### src/rtl/uart_rx_deframer.sv
// 8N1 UART receive deframer: oversampled start detection, mid-bit sampling,
// and a one-byte holding register with ready / framing-error / overrun status.
module uart_rx_deframer #(
  parameter int unsigned OVERSAMPLE = 16
) (
  input  logic       clk,
  input  logic       rst_n,
  input  logic       clr,
  input  logic       baud_tick,
  input  logic       rx,
  input  logic       rd_en,
  output logic [7:0] rx_data,
  output logic       rx_ready,
  output logic       rx_ferr,
  output logic       rx_ovr,
  output logic       rx_busy,
  output logic [2:0] dbg_state
);

  localparam int unsigned TW = $clog2(OVERSAMPLE);
  localparam logic [TW-1:0] T_MID = TW'(OVERSAMPLE / 2 - 1);
  localparam logic [TW-1:0] T_END = TW'(OVERSAMPLE - 1);

  typedef enum logic [2:0] {
    S_IDLE  = 3'd0,
    S_START = 3'd1,
    S_DATA  = 3'd2,
    S_STOP  = 3'd3,
    S_BREAK = 3'd4
  } state_t;

  state_t        state;
  logic [TW-1:0] tcnt;
  logic [2:0]    bcnt;
  logic [7:0]    sh;
  logic          rx_m;
  logic          rx_s;
  logic          stop_tick;
  logic          accept;

  // Host handshake: rx_ready is the valid for rx_data; a one-cycle rd_en is
  // the acknowledge. A byte finishing in the same cycle as rd_en replaces the
  // acknowledged one, so rx_ready stays high across that edge.
  assign stop_tick = baud_tick && (state == S_STOP) && (tcnt == T_END);
  assign accept    = !rx_ready || rd_en;
  assign dbg_state = state;

  always_ff @(posedge clk or negedge rst_n) begin
    if (!rst_n) begin
      rx_m <= 1'b1;
      rx_s <= 1'b1;
    end else begin
      rx_m <= rx;
      rx_s <= rx_m;
    end
  end

  always_ff @(posedge clk or negedge rst_n) begin
    if (!rst_n) begin
      state    <= S_IDLE;
      tcnt     <= '0;
      bcnt     <= '0;
      sh       <= '0;
      rx_data  <= '0;
      rx_ready <= 1'b0;
      rx_ferr  <= 1'b0;
      rx_ovr   <= 1'b0;
      rx_busy  <= 1'b0;
    end else if (clr) begin
      state    <= S_IDLE;
      tcnt     <= '0;
      bcnt     <= '0;
      rx_ready <= 1'b0;
      rx_ferr  <= 1'b0;
      rx_ovr   <= 1'b0;
      rx_busy  <= 1'b0;
    end else begin
      if (stop_tick) begin
        if (accept) begin
          rx_data  <= sh;
          rx_ready <= 1'b1;
          rx_ferr  <= ~rx_s;
          rx_ovr   <= 1'b0;
        end else begin
          rx_ovr <= 1'b1;
        end
      end else if (rd_en) begin
        rx_ready <= 1'b0;
        rx_ferr  <= 1'b0;
        rx_ovr   <= 1'b0;
      end

      if (baud_tick) begin
        case (state)
          S_IDLE: begin
            if (!rx_s) begin
              state   <= S_START;
              tcnt    <= '0;
              rx_busy <= 1'b1;
            end
          end
          S_START: begin
            if (tcnt == T_MID) begin
              tcnt <= '0;
              if (rx_s) begin
                state   <= S_IDLE;
                rx_busy <= 1'b0;
              end else begin
                state <= S_DATA;
                bcnt  <= '0;
              end
            end else begin
              tcnt <= tcnt + TW'(1);
            end
          end
          S_DATA: begin
            if (tcnt == T_END) begin
              tcnt <= '0;
              sh   <= {rx_s, sh[7:1]};
              if (bcnt == 3'd7) begin
                state <= S_STOP;
                bcnt  <= '0;
              end else begin
                bcnt <= bcnt + 3'd1;
              end
            end else begin
              tcnt <= tcnt + TW'(1);
            end
          end
          S_STOP: begin
            if (tcnt == T_END) begin
              tcnt <= '0;
              // A low stop bit parks in BREAK so a held-low line cannot re-trigger.
              if (rx_s) begin
                state   <= S_IDLE;
                rx_busy <= 1'b0;
              end else begin
                state <= S_BREAK;
              end
            end else begin
              tcnt <= tcnt + TW'(1);
            end
          end
          S_BREAK: begin
            if (rx_s) begin
              state   <= S_IDLE;
              rx_busy <= 1'b0;
            end
          end
          default: begin
            state   <= S_IDLE;
            tcnt    <= '0;
            bcnt    <= '0;
            rx_busy <= 1'b0;
          end
        endcase
      end
    end
  end

endmodule

### config.mk
export PLATFORM = sky130hd
export DESIGN_NAME = uart_rx_deframer
export DESIGN_NICKNAME = d
export VERILOG_FILES = /design/src/rtl/uart_rx_deframer.sv
export SDC_FILE = /design/constraint.sdc
export NUM_CORES = 1
export LEC_CHECK = 0
export ABC_AREA = 1
export BUFFER_PORTS_ARGS = -buffer_cell sky130_fd_sc_hd__buf_2
export CAP_MARGIN = 40
export CORE_MARGIN = 2
export CORE_UTILIZATION = 60
export CTS_BUF_LIST = sky130_fd_sc_hd__clkbuf_4
export CTS_CLUSTER_SIZE = 24
export DETAILED_ROUTE_END_ITERATION = 8
export GPL_TIMING_DRIVEN = 0
export PLACE_DENSITY = 0.81
export SYNTH_ARGS = -nofsm -noshare
export SYNTH_HDL_FRONTEND = slang
export SYNTH_SLANG_ARGS = --single-unit
### constraint.sdc
create_clock -name clk -period 2.44 [get_ports clk]
set_input_delay 0.366 -clock clk [delete_from_list [all_inputs] [get_ports clk]]
set_output_delay 0.366 -clock clk [all_outputs]
set_load 0.01 [all_outputs]
Yosys cells after proc, flatten, opt, wreduce, memory -nomap -nowiden
Cells that the tools add are included. Widths: inputs -> output; s select.

Flip-flop bits (word level): 32. Bits of input ports: 6. Output and inout bits: 15.

Add/subtract/negate cells: 2. Reduce and logical (&&, ||, !) cells: 16. Bitwise operators: 2. Equal/unequal tests: 18. Muxes and demuxes: 41.

Operators with widths (number): $mux 3 (15); $mux 4 (5); $ne 3x3->1 const B (6); $mux 1 (16); $pmux 4 s4 (1); $pmux 3 s5 (1); $reduce_and 5->1 (2); $pmux 3 s3 (1); $reduce_and 7->1 (1); $eq 3x2->1 const B (2); $eq 3x3->1 const B (2); $ne 3x2->1 const B (2); $reduce_and 3->1 (2); $pmux 1 s5 (1); $add 4x1->4 const B (1); $eq 4x3->1 const B (1); $eq 4x4->1 const B (1); $ne 2x2->1 const B (2); $reduce_and 4->1 (1); $add 3x1->3 const B (1); $eq 3x1->1 const B (1); $logic_not 3->1 (1); $reduce_bool 3->1 (1); $reduce_or 3->1 (1); other kinds (9) (11).

Longest topological paths before layout
Gate-level depths: netlist (run 1).

Word-level depth: 6. Gate-level depth with buffers: 9. Gate-level depth less buffers: 9.

Worst setup path after synthesis (run 1)
No wires, ideal clock.

Path type: register to register. Start point: reg tcnt[0]. End point: reg rx_data[3]. Period minus slack after synthesis: 1.465 ns. Data required time: 2.322 ns. Setup time: 0.118 ns. Cell stages (with the launch flop): 10. Slack: 0.975 ns. Arrival time: 1.347 ns. Path through: dfrtp_1 -> ha_1 -> nand3_2 -> nor2_4 -> nand2_2 -> nor2_4 -> nand2_2 -> buf_6 -> nand2_1 -> o21ai_2.

Cells in the longest elaborated chain, start to end: 3.

RTL lines: start: declaration (RTL line 33) `logic [TW-1:0] tcnt;`; start signal: assignment (RTL line 113) `tcnt <= tcnt + TW'(1);`; start signal: assignment (RTL line 127) `tcnt <= tcnt + TW'(1);`; start signal: assignment (RTL line 141) `tcnt <= tcnt + TW'(1);`; $eq 4x4->1 (RTL line 44) `assign stop_tick = baud_tick && (state == S_STOP) && (tcnt == T_END);`; $logic_and 1x1->1 (RTL line 44); $reduce_and 3->1 (no source line); end signal: assignment (RTL line 80) `rx_data <= sh;`; end: declaration (RTL line 12) `output logic [7:0] rx_data,`.

No other way between the ends. A chain may end at the register's enable or synchronous reset.

Worst setup path in the final report (run 1)
Start point: reg tcnt[0]. End point: reg rx_data[4].

The elaborated chain is that of the path after synthesis.

==> flow_metrics.tcl, run 1 <==
set metrics [dict create \
    routed_via_density 5.15 \
    synth_compound_area_frac 0.113 \
    timing.fmax_ghz 0.609 \
    start_kind "flop" \
    grt_max_degree 33 \
    core_sq_um 2730 \
    io_pins 21 \
    slowest_delay_ns 0.40 \
    post-route-period-util 0.673 \
    worstSetupPathType "reg -> reg" \
    top_layer "met4" \
    final-setup-viol-count 0 \
    worst-path-max-fanout 10 \
    maxCapViolCount 0 \
    switchingPower_w 0.000500 \
    synth_simple_gate_area_frac 0.316 \
    power.density_nw_per_um2 742 \
    drtIter0Drc 45 \
    cts_buffers 5 \
    synth_xor_area_frac 0.0103 \
    grt_pass1_wl_um 5480 \
    fp-row-count 19 \
    wl_per_cell_um 11.5 \
    clock_sinks 32 \
    drive_gt1_frac 0.299 \
    finalInstanceArea_sq_um 1920 \
    cts_tree "yes" \
    numPortBuffers 20 \
    p_seq_frac 0.444 \
    cts_max_level 2 \
    outcome "complete, no violations" \
    syn_area_per_cell_sq_um 8.26 \
    insertion_delay_ns 0.33 \
    worstMarginPinSlew_ns 0.676 \
    p_sw_frac 0.351 \
    min_path_type "in -> async" \
    p_clk_frac 0.287 \
    yosysTopAreaCell "dfrtp_1" \
    worstPathCellList "ha_1 > nand3_2 > nor2_4 > nand2_2 > nor2_4 > nand2_2 > buf_6 > nand2_1 > o21ai_2" \
    finalClockSkew_ns 0.0105 \
    grt_remaining_overflow 0 \
    p_comb_frac 0.269 \
    synth_flop_cell "dfrtp_1" \
    synthArstFlopShare 1.00 \
    routed_wirelength_um 3050 \
    dieHeight_um 57.3 \
    ir_worst_vdd_uv 714 \
    setup_tns_ns 0 \
    hold_slack_ns 0.0514 \
    drc 0 \
    p_total_w 0.00143 \
    ctsResizeCount 0 \
    cp_top_family "simple AND/OR/NAND/NOR gates" \
    clk_pin_slew_ns 0.11 \
    grt_use_total 0.219 \
    ys_warn_count 0 \
    cp.buffers_inverters 1 \
    dpl.cell_count 257 \
    synth-seq-area-share 0.472 \
    syn_inst 206 \
    synth_mux_area_frac 0 \
    dp_hpwl_um 2240 \
    antenna_cells 0 \
    synth_commonest_cells "62 x nand2_1, 30 x dfrtp_1, 24 x nor2_1" \
    root_buffer "clkbuf_4" \
    clock_path_buffers 2 \
    layout.cells.non_filler 265 \
    synth-edff-count 0 \
    synth_most_common_cell "nand2_1" \
    fin_nets 242 \
    synth.area.top_cells "dfrtp_1 44%, nand2_1 14%, o21ai_2 8.2%, nor2_1 5.3%, nand3_1 4.7%" \
    synthAdderAreaFrac 0.0221 \
    period_minus_slack_ns 1.64 \
    ys_ff_latch 32 \
    worstPathRequired_ns 2.67 \
    antenna_found_initial 0 \
    synth_cell_type_count 22 \
    slew_headroom 0.549 \
    post_cts_buffers 0 \
    areaGrowthSynthToFinish_pct 12.9 \
    grt_setup_unrepaired "no" \
    place_congestion 0.823 \
    initial_core_util 0.622 \
    arrival_ns 1.87 \
    wl_met3_um 122 \
    end_kind "flop" \
    synth_nets 215 \
    cp_slowest_cell "dfrtp_1" \
    n_fill_cell 247 \
    firstDrtPassIters 4 \
    die-area_sq_um 3280 \
    place_area_sq_um 1840 \
    wl_met2_um 1340 \
    m1WireLength_um 1540 \
    dieWidth_um 57.3 \
    finalHoldViolations 0 \
    grt_pass1_vias 1256 \
    synthDominantCellAreaShare 0.441 \
    final_antenna_net_count 0 \
    vias 1365 \
    total_leakage_power_nw 1.02 \
    synth_top_family_by_area "simple AND/OR/NAND/NOR gates" \
    syn_area_sq_um 1700 \
    p_int_w 0.000925 \
    hold_buffers 0 \
    drv_slew 0 \
]
==> metrics by stage <==
step | setup WS (ns) | utilization
after detailed placement | 0.784 | 0.673
after CTS | 0.769 | 0.703
after global placement | 0.822 | 0.673
after floorplan | 0.975 | -
final | 0.797 | 0.703
after global routing | 0.615 | 0.703
==> layout make-up <==
| class | count | area, sq um | share of cell area |
|---|---|---|---|
| multi-input cells | 149 | 785 | 0.408 |
| well taps | 31 | 38.8 | 0.0202 |
| inverters | 21 | 78.8 | 0.0410 |
| clock inverters | 2 | 35.0 | 0.0182 |
| plain buffers | 4 | 35.0 | 0.0182 |
| repair buffers | 20 | 100 | 0.0521 |
| flip-flops and latches | 32 | 803 | 0.418 |
| clock buffers | 6 | 45.0 | 0.0235 |
==> layer usage <==
metal | up-vias | GRT usage
met4 | 0 | 0.0698
met5 | - | 0
met1 | 623 | 0.308
met2 | 24 | 0.325
li1 | 712 | -
met3 | 6 | 0.0680
==> worst paths after layout <==
path	from	to	slack, ns	depth (start not counted)
worst min-delay path	rst_n	bcnt[0]	0.05	1
worst max-delay path	tcnt[0]	rx_data[4]	0.80	9
max in group asynchronous	rst_n	tcnt[1]	1.94	1
min in group clk	rx	rx_m	0.12	1
worst max register to register	tcnt[0]	rx_data[4]	0.80	9
worst min register to register	rx_m	rx_s	0.36	0
==> state kept, by name, indices dropped and copies added (netlist names), 3 cells and up <==
signal	cells
bcnt	3
dbg_state	3
rx_data	8
sh	8
tcnt	4
==> worst reg2reg max path, cell delays in order (launching register included) <==
cell and delay [ns]:
dfrtp_1 0.40, ha_1 0.24, nand3_2 0.15, nor2_4 0.13, nand2_2 0.10, nor2_4 0.12, nand2_2 0.12, buf_6 0.17
nand2_1 0.07, o21ai_2 0.05
==> cell families (layout without fill, tap and decap cells) <==
logic type / Yosys count / in the layout
AND/OR/NAND/NOR: 119 / 119
flip-flops: 32 / 32
AO/OA/AOI/OAI: 25 / 25
adder cells (fa/ha/maj): 3 / 3
XOR/XNOR: 2 / 2
buffers and inverters: 25 / 53
==> power groups by stage <==
stage	clock network, W	registers (W)	logic (W)
floorplan	0	0.000643	0.000278
global placement	0	0.000642	0.000374
detailed placement	0	0.000642	0.000379
CTS	0.000416	0.000632	0.000383
global route	0.000435	0.000641	0.000441
finish	0.000409	0.000632	0.000384
==> cells in the final DEF (no fill, tap or decap), types with 2 or more instances in the layout <==
cell and count:
o21ai_1 5, inv_1 17, ha_1 3, buf_2 21, buf_6 2, nand2_1 62
clkbuf_4 6, dfrtp_1 30, dfstp_2 2, a21oi_1 2, nand2_2 6, nor2_2 4
o21ai_2 16, xor2_1 2, inv_2 4, nand3_1 16, nand3_2 2, nor2_4 4
nor2_1 24
(Power assumes the default switching activity.)
==> run 2, diff against run 1 <==
Settings changed: ABC_AREA 1 to 0, CORE_UTILIZATION 60 to 53, PLACE_DENSITY 0.81 to 0.76.
Clock period 2.44 ns to 1.35 ns, I/O delays scaled along.
==> run 2 against run 1 <==
- the run now ends with design-rule violations, negative setup slack left
- synthesized cell count decreased by 35%
- via count decreased by 9.0%
- sequential power increased by 72%
- non-clock buffer count increased by 26
- largest cell class is now multi-input gates
- largest power group unchanged
- highest routed layer unchanged
==> flow_metrics.tcl, run 2 <==
set metrics [dict create \
    outcome "finished, violations left" \
    violations "design-rule violations, negative setup slack" \
    wl_per_cell_um 17.1 \
    syn_inst 133 \
    final_antenna_net_count 0 \
    slowest_delay_ns 0.58 \
    fp-row-count 19 \
    drtIter0Drc 48 \
    ir_worst_vdd_uv 883 \
    dieHeight_um 58.8 \
    grt_max_degree 33 \
    cts_buffers 5 \
    cp_slowest_cell "or4b_4" \
    p_seq_frac 0.402 \
    met3_usage 0.0418 \
    finalClockSkew_ns 0.00237 \
    cts_max_level 2 \
    p_clk_frac 0.270 \
    r2r-start "dbg_state[2]" \
    grt_use_total 0.245 \
    dieWidth_um 58.8 \
    slew_headroom 0.462 \
    arrival_ns 2.05 \
    final_common_cell "dfrtp_1" \
    worstPathCellList "buf_6 > buf_6 > or4b_4 > nor2_4 > nor3_2 > mux2_4" \
    p_comb_frac 0.328 \
    finalHoldViolations 0 \
    synth_nets 142 \
    antenna_cells 0 \
    vias 1242 \
    routed_wirelength_um 3720 \
    die-area_sq_um 3460 \
    initial_core_util 0.568 \
    numPortBuffers 20 \
    clk_pin_slew_ns 0.10 \
    place_area_sq_um 1820 \
    maxCapViolCount 0 \
    dp_hpwl_um 2140 \
    synth-edff-count 0 \
    worst-path-max-fanout 4 \
    end_kind "flop" \
    firstDrtPassIters 6 \
    worstSetupPathType "reg -> reg" \
    layout_common_cells "27 x dfrtp_1, 20 x mux2_4, 20 x buf_2" \
    io_pins 21 \
    p_sw_frac 0.305 \
    multi_input_area_sq_um 947 \
    core_sq_um 2810 \
    worstPathRequired_ns 1.57 \
    syn_area_sq_um 1590 \
    root_buffer "clkbuf_4" \
    grtUsageMet1 0.324 \
    cp.buffers_inverters 2 \
    p_int_w 0.00188 \
    synthDominantCellAreaShare 0.471 \
    synth_cell_type_count 39 \
    place_congestion 0.817 \
    clock_sinks 32 \
    cpMostUsedCell "buf_6" \
    antenna_found_initial 0 \
    drv_slew 0 \
    grt_pass1_vias 1284 \
    areaGrowthSynthToFinish_pct 41.5 \
    grt_setup_unrepaired "yes" \
    top_usage_layer "met2" \
    period_minus_slack_ns 1.83 \
    synth.area.top_cells "dfrtp_1 47%, mux2_2 8.5%, mux2_4 7.5%, dfstp_2 3.3%, ha_1 2.4%" \
    finalInstanceArea_sq_um 2260 \
    post-route-period-util 1.36 \
    clock_path_buffers 2 \
    drive_gt1_frac 0.602 \
    syn_area_per_cell_sq_um 12.0 \
    min_path_type "in -> reg" \
    synth_commonest_cells "30 x dfrtp_1, 12 x mux2_2, 10 x nor2_1" \
    timing.fmax_ghz 0.546 \
    power.density_nw_per_um2 1200 \
    routed_via_density 5.72 \
    hp-start "rd_en" \
    grt_pass1_wl_um 6270 \
    synth_most_common_cell "dfrtp_1" \
    final-setup-viol-count 30 \
    total_leakage_power_nw 1.14 \
    cp_top_family "simple AND/OR/NAND/NOR gates" \
    drc 1 \
    reg_top3 "rx_data x8, sh x8, tcnt x4" \
    grt_remaining_overflow 0 \
    grt_util_met2 0.400 \
    switchingPower_w 0.000827 \
    synth-seq-area-share 0.504 \
    setup_ws_ns -0.480 \
    ff_latch_area_sq_um 807 \
    dp_slack_ns -0.653 \
    synth_flop_cell "dfrtp_1" \
    cts_tree "yes" \
    worstMarginPinSlew_ns 0.807 \
    insertion_delay_ns 0.33 \
    start_kind "flop" \
    n_fill_cell 154 \
    fin_nets 194 \
    ys_warn_count 0 \
    setup.worst_path.start "dbg_state[2]" \
    ys_ff_latch 32 \
    yosysTopAreaCell "dfrtp_1" \
    synthArstFlopShare 1.00 \
]
-- run 2: cell types whose count changed after synthesis, moves of 8 or more --
| cell | previous run | this run |
|---|---|---|
| nand2_1 | 62 | 6 |
| o21ai_2 | 16 | 0 |
| inv_1 | 17 | 6 |
| mux2_2 | 0 | 12 |
| mux2_4 | 0 | 8 |
| nand3_1 | 16 | 5 |
| nor2_1 | 24 | 10 |
-- run 2: per-layer routing --
metal	wire (um)	part of all wire
met5	0	0
met4	46	0.012
met3	115	0.031
met2	1890	0.51
met1	1670	0.45
-- run 2: what timing repair did --
item / CTS / global route
setup endpoints to repair: 29 / 30
buffers inserted: 21 / 6
pin swaps: 16 / 10
hold buffers: 2 / 0
hold endpoints to repair: 31 / 0
gates resized for setup: 26 / 18
cloned: 0 / 0
-- run 2: cell families (layout without fill, tap and decap cells) --
logic type      after synthesis  count (layout)  share of synthesized area
flops                        32              32                      0.504
buf+inv                      11              64                     0.0385
xor+xnor                      2               2                     0.0110
mux                          23              23                      0.179
fa+ha+maj                     3               3                     0.0236
simple gates                 43              43                      0.164
compound gates               19              19                     0.0801
-- run 2: layout make-up --
type                            instances  share of cell area
Tap cell                               31              0.0172
Buffer                                  3             0.00998
Sequential cell                        32               0.358
Clock inverter                          2              0.0155
Clock buffer                            6              0.0200
Multi-Input combinational cell         90               0.420
Timing Repair Buffer                   47               0.150
Inverter                                6             0.00998
-- run 2: path summary, 6_finish.rpt --
kind,cells past startpoint,endpoint,slack [ns]
worst min register to register,0,rx_s,0.36
worst max-delay path,6,dbg_state[0],-0.48
max in group asynchronous,2,dbg_state[2],0.39
worst max register to register,6,dbg_state[0],-0.48
min in group asynchronous,2,tcnt[3],0.46
worst min-delay path,2,rx_ovr,0.08
-- run 2: through the flow --
stage	TNS [ns]	util	hold WS, ns	power, W	std cells
final	-10.02	0.804	0.0768	0.00271	217
after floorplan	-10.72	-	-0.0931	0.00155	133
after global placement	-12.43	0.649	0.281	0.00168	184
after CTS	-11.57	0.783	0.0654	0.00263	215
after global routing	-11.43	0.804	0.0754	0.00282	217
after detailed placement	-13.16	0.649	0.292	0.00170	184
-- run 2: power by group through the flow --
stage / Sequential (W) / Combinational, W / Clock (W)
floorplan: 0.00113 / 0.000419 / 0
global placement: 0.00112 / 0.000552 / 0
detailed placement: 0.00113 / 0.000572 / 0
CTS: 0.00109 / 0.000805 / 0.000741
global route: 0.00110 / 0.000952 / 0.000775
finish: 0.00109 / 0.000888 / 0.000731
-- run 2: worst reg2reg max path, cell delays in order, from the launching register on --
cell and delay (ns):
dfrtp_2 0.46, buf_6 0.14, buf_6 0.11, or4b_4 0.58, nor2_4 0.13, nor3_2 0.05
mux2_4 0.26
==> run 3, diff against run 2 <==
Settings changed: CTS_CLUSTER_SIZE 24 to 14, PLACE_DENSITY 0.76 to 0.82, SLEW_MARGIN set to 20.
==> run 3 against run 2 <==
- the flow still finishes with violations (design-rule violations, negative setup slack)
- sequential share of layout area grew 0.44 points
- combinational power grew 8.1%
- non-clock buffer count shrank 1
- critical path depth is the same
- via count grew 3.8%
- first-iteration DRC count grew 27%
- clock power shrank 2.9%
- sequential cell count is the same
- final area shrank 1.2%
- worst hold slack lost 0.029 ns
- core utilization shrank 0.98 points
- critical endpoint unchanged
- largest power group unchanged
- highest routed layer unchanged
==> flow_metrics.tcl, run 3 (same netlist as run 2, synthesis figures left out) <==
set metrics [dict create \
    arrival_ns 2.08 \
    final-setup-viol-count 29 \
    maxCapViolCount 0 \
    cts_buffers 5 \
    wl_per_cell_um 18.6 \
    drive_gt1_frac 0.573 \
    cp_top_family "simple AND/OR/NAND/NOR gates" \
    rrSetupSlack_ns -0.50 \
    power.density_nw_per_um2 1240 \
    dieHeight_um 58.8 \
    firstDrtPassIters 6 \
    finalClockSkew_ns 0.00445 \
    finalInstanceArea_sq_um 2230 \
    grt_pass1_wl_um 6290 \
    place_area_sq_um 1820 \
    numPortBuffers 20 \
    worstPathCellList "buf_6 > buf_6 > or4b_4 > nor2_4 > nor3_2 > mux2_4" \
    root_buffer "clkbuf_4" \
    n_fill_cell 175 \
    dp_hpwl_um 2270 \
    timing.fmax_ghz 0.540 \
    worst-path-max-fanout 5 \
    slowest_delay_ns 0.58 \
    clk_pin_slew_ns 0.10 \
    reg_top3 "rx_data x8, sh x8, tcnt x4" \
    place_congestion 0.876 \
    grt_remaining_overflow 0 \
    cpMostUsedCell "buf_6" \
    cts_max_level 2 \
    worstSetupPathType "reg -> reg" \
    final_common_cell "dfrtp_1" \
    final_antenna_net_count 0 \
    clock_path_buffers 2 \
    min_path_type "in -> reg" \
    finalHoldViolations 0 \
    ir_worst_vdd_uv 914 \
    antenna_found_initial 0 \
    insertion_delay_ns 0.34 \
    cp.buffers_inverters 2 \
    start_kind "flop" \
    grt_max_degree 33 \
    dpl.cell_count 184 \
    layout_common_cells "27 x dfrtp_1, 20 x mux2_4, 20 x buf_2" \
    io_pins 21 \
    cp_slowest_cell "or4b_4" \
    grt_setup_unrepaired "yes" \
    vias 1289 \
    drc 2 \
    total_leakage_power_nw 1.12 \
    violations "design-rule violations, negative setup slack" \
    cts_tree "yes" \
    die-area_sq_um 3460 \
    dieWidth_um 58.8 \
    routed_via_density 5.97 \
    areaGrowthSynthToFinish_pct 39.8 \
    fp-row-count 19 \
    routed_wirelength_um 4010 \
    initial_core_util 0.568 \
    outcome "finished, violations left" \
    worstMarginPinSlew_ns 0.691 \
    drtIter0Drc 61 \
    drv_slew 0 \
    end_kind "flop" \
    clock_sinks 32 \
    grt_pass1_vias 1317 \
    layout.cells.non_filler 216 \
    slew_headroom 0.540 \
    core_sq_um 2810 \
    post-route-period-util 1.37 \
    fin_nets 193 \
    setup_ws_ns -0.503 \
    worstPathRequired_ns 1.58 \
    period_minus_slack_ns 1.85 \
    antenna_cells 0 \
    grt_use_total 0.249 \
]
-- run 3: report_power, final --
group / internal [W] / switching [W]
registers: 0.00103 / 0.0000683
clock network: 0.000378 / 0.000332
logic: 0.000486 / 0.000474
-- run 3: final timing paths --
kind / startpoint / to / cells after the start
setup / recovery: dbg_state[2] / dbg_state[0] / 6
hold / removal: rd_en / rx_ovr / 2
setup reg to reg: dbg_state[2] / dbg_state[0] / 6
hold reg to reg: rx_m / rx_s / 0
max in group asynchronous: rst_n / tcnt[3] / 2
min in group asynchronous: rst_n / sh[1] / 2
-- run 3: stage by stage --
| stage | power, W | TNS (ns) | hold WS (ns) | util | setup WS, ns |
|---|---|---|---|---|---|
| 2_1_floorplan | 0.00155 | -10.72 | -0.0931 | - | -0.530 |
| 3_3_place_gp | 0.00168 | -12.30 | 0.279 | 0.649 | -0.582 |
| 3_5_place_dp | 0.00171 | -12.74 | 0.285 | 0.649 | -0.598 |
| 4_1_cts | 0.00265 | -10.41 | 0.0460 | 0.763 | -0.534 |
| 5_1_grt | 0.00290 | -12.29 | 0.0451 | 0.794 | -0.548 |
| 6_report | 0.00277 | -11.11 | 0.0483 | 0.794 | -0.503 |
-- run 3: per-layer routing --
metal,vias up,GRT usage,wire (um)
li1,576,-,-
met1,642,0.309,1660
met2,54,0.400,2000
met3,17,0.0769,198
met4,0,0.107,144
met5,-,0,0
-- run 3: area by class of cell --
cell class              instances  area, sq um  share of cell area
multi-input cells              90          925               0.415
repair buffers                 46          338               0.152
clock inverters                 3         37.5              0.0168
well taps                      31         38.8              0.0174
clock buffers                   5         37.5              0.0168
flip-flops and latches         32          807               0.362
plain buffers                   3         22.5              0.0101
inverters                       6         22.5              0.0101
-- run 3: worst register-to-register path, delay by kind of cell, from the launching register on --
family	cells	cell delay (ns)
AND/OR/NAND/NOR	3	0.77
buffers and inverters	2	0.24
multiplexers	1	0.27
flip-flops	1	0.46
-- run 3: timing repair --
item | in CTS | in global routing
pin swaps | 7 | 12
setup endpoints to repair | 29 | 30
gates resized for setup | 20 | 16
setup buffers | 17 | 6
hold buffers | 2 | 0
endpoints found under the hold margin | 31 | 0
gates cloned | 1 | 0
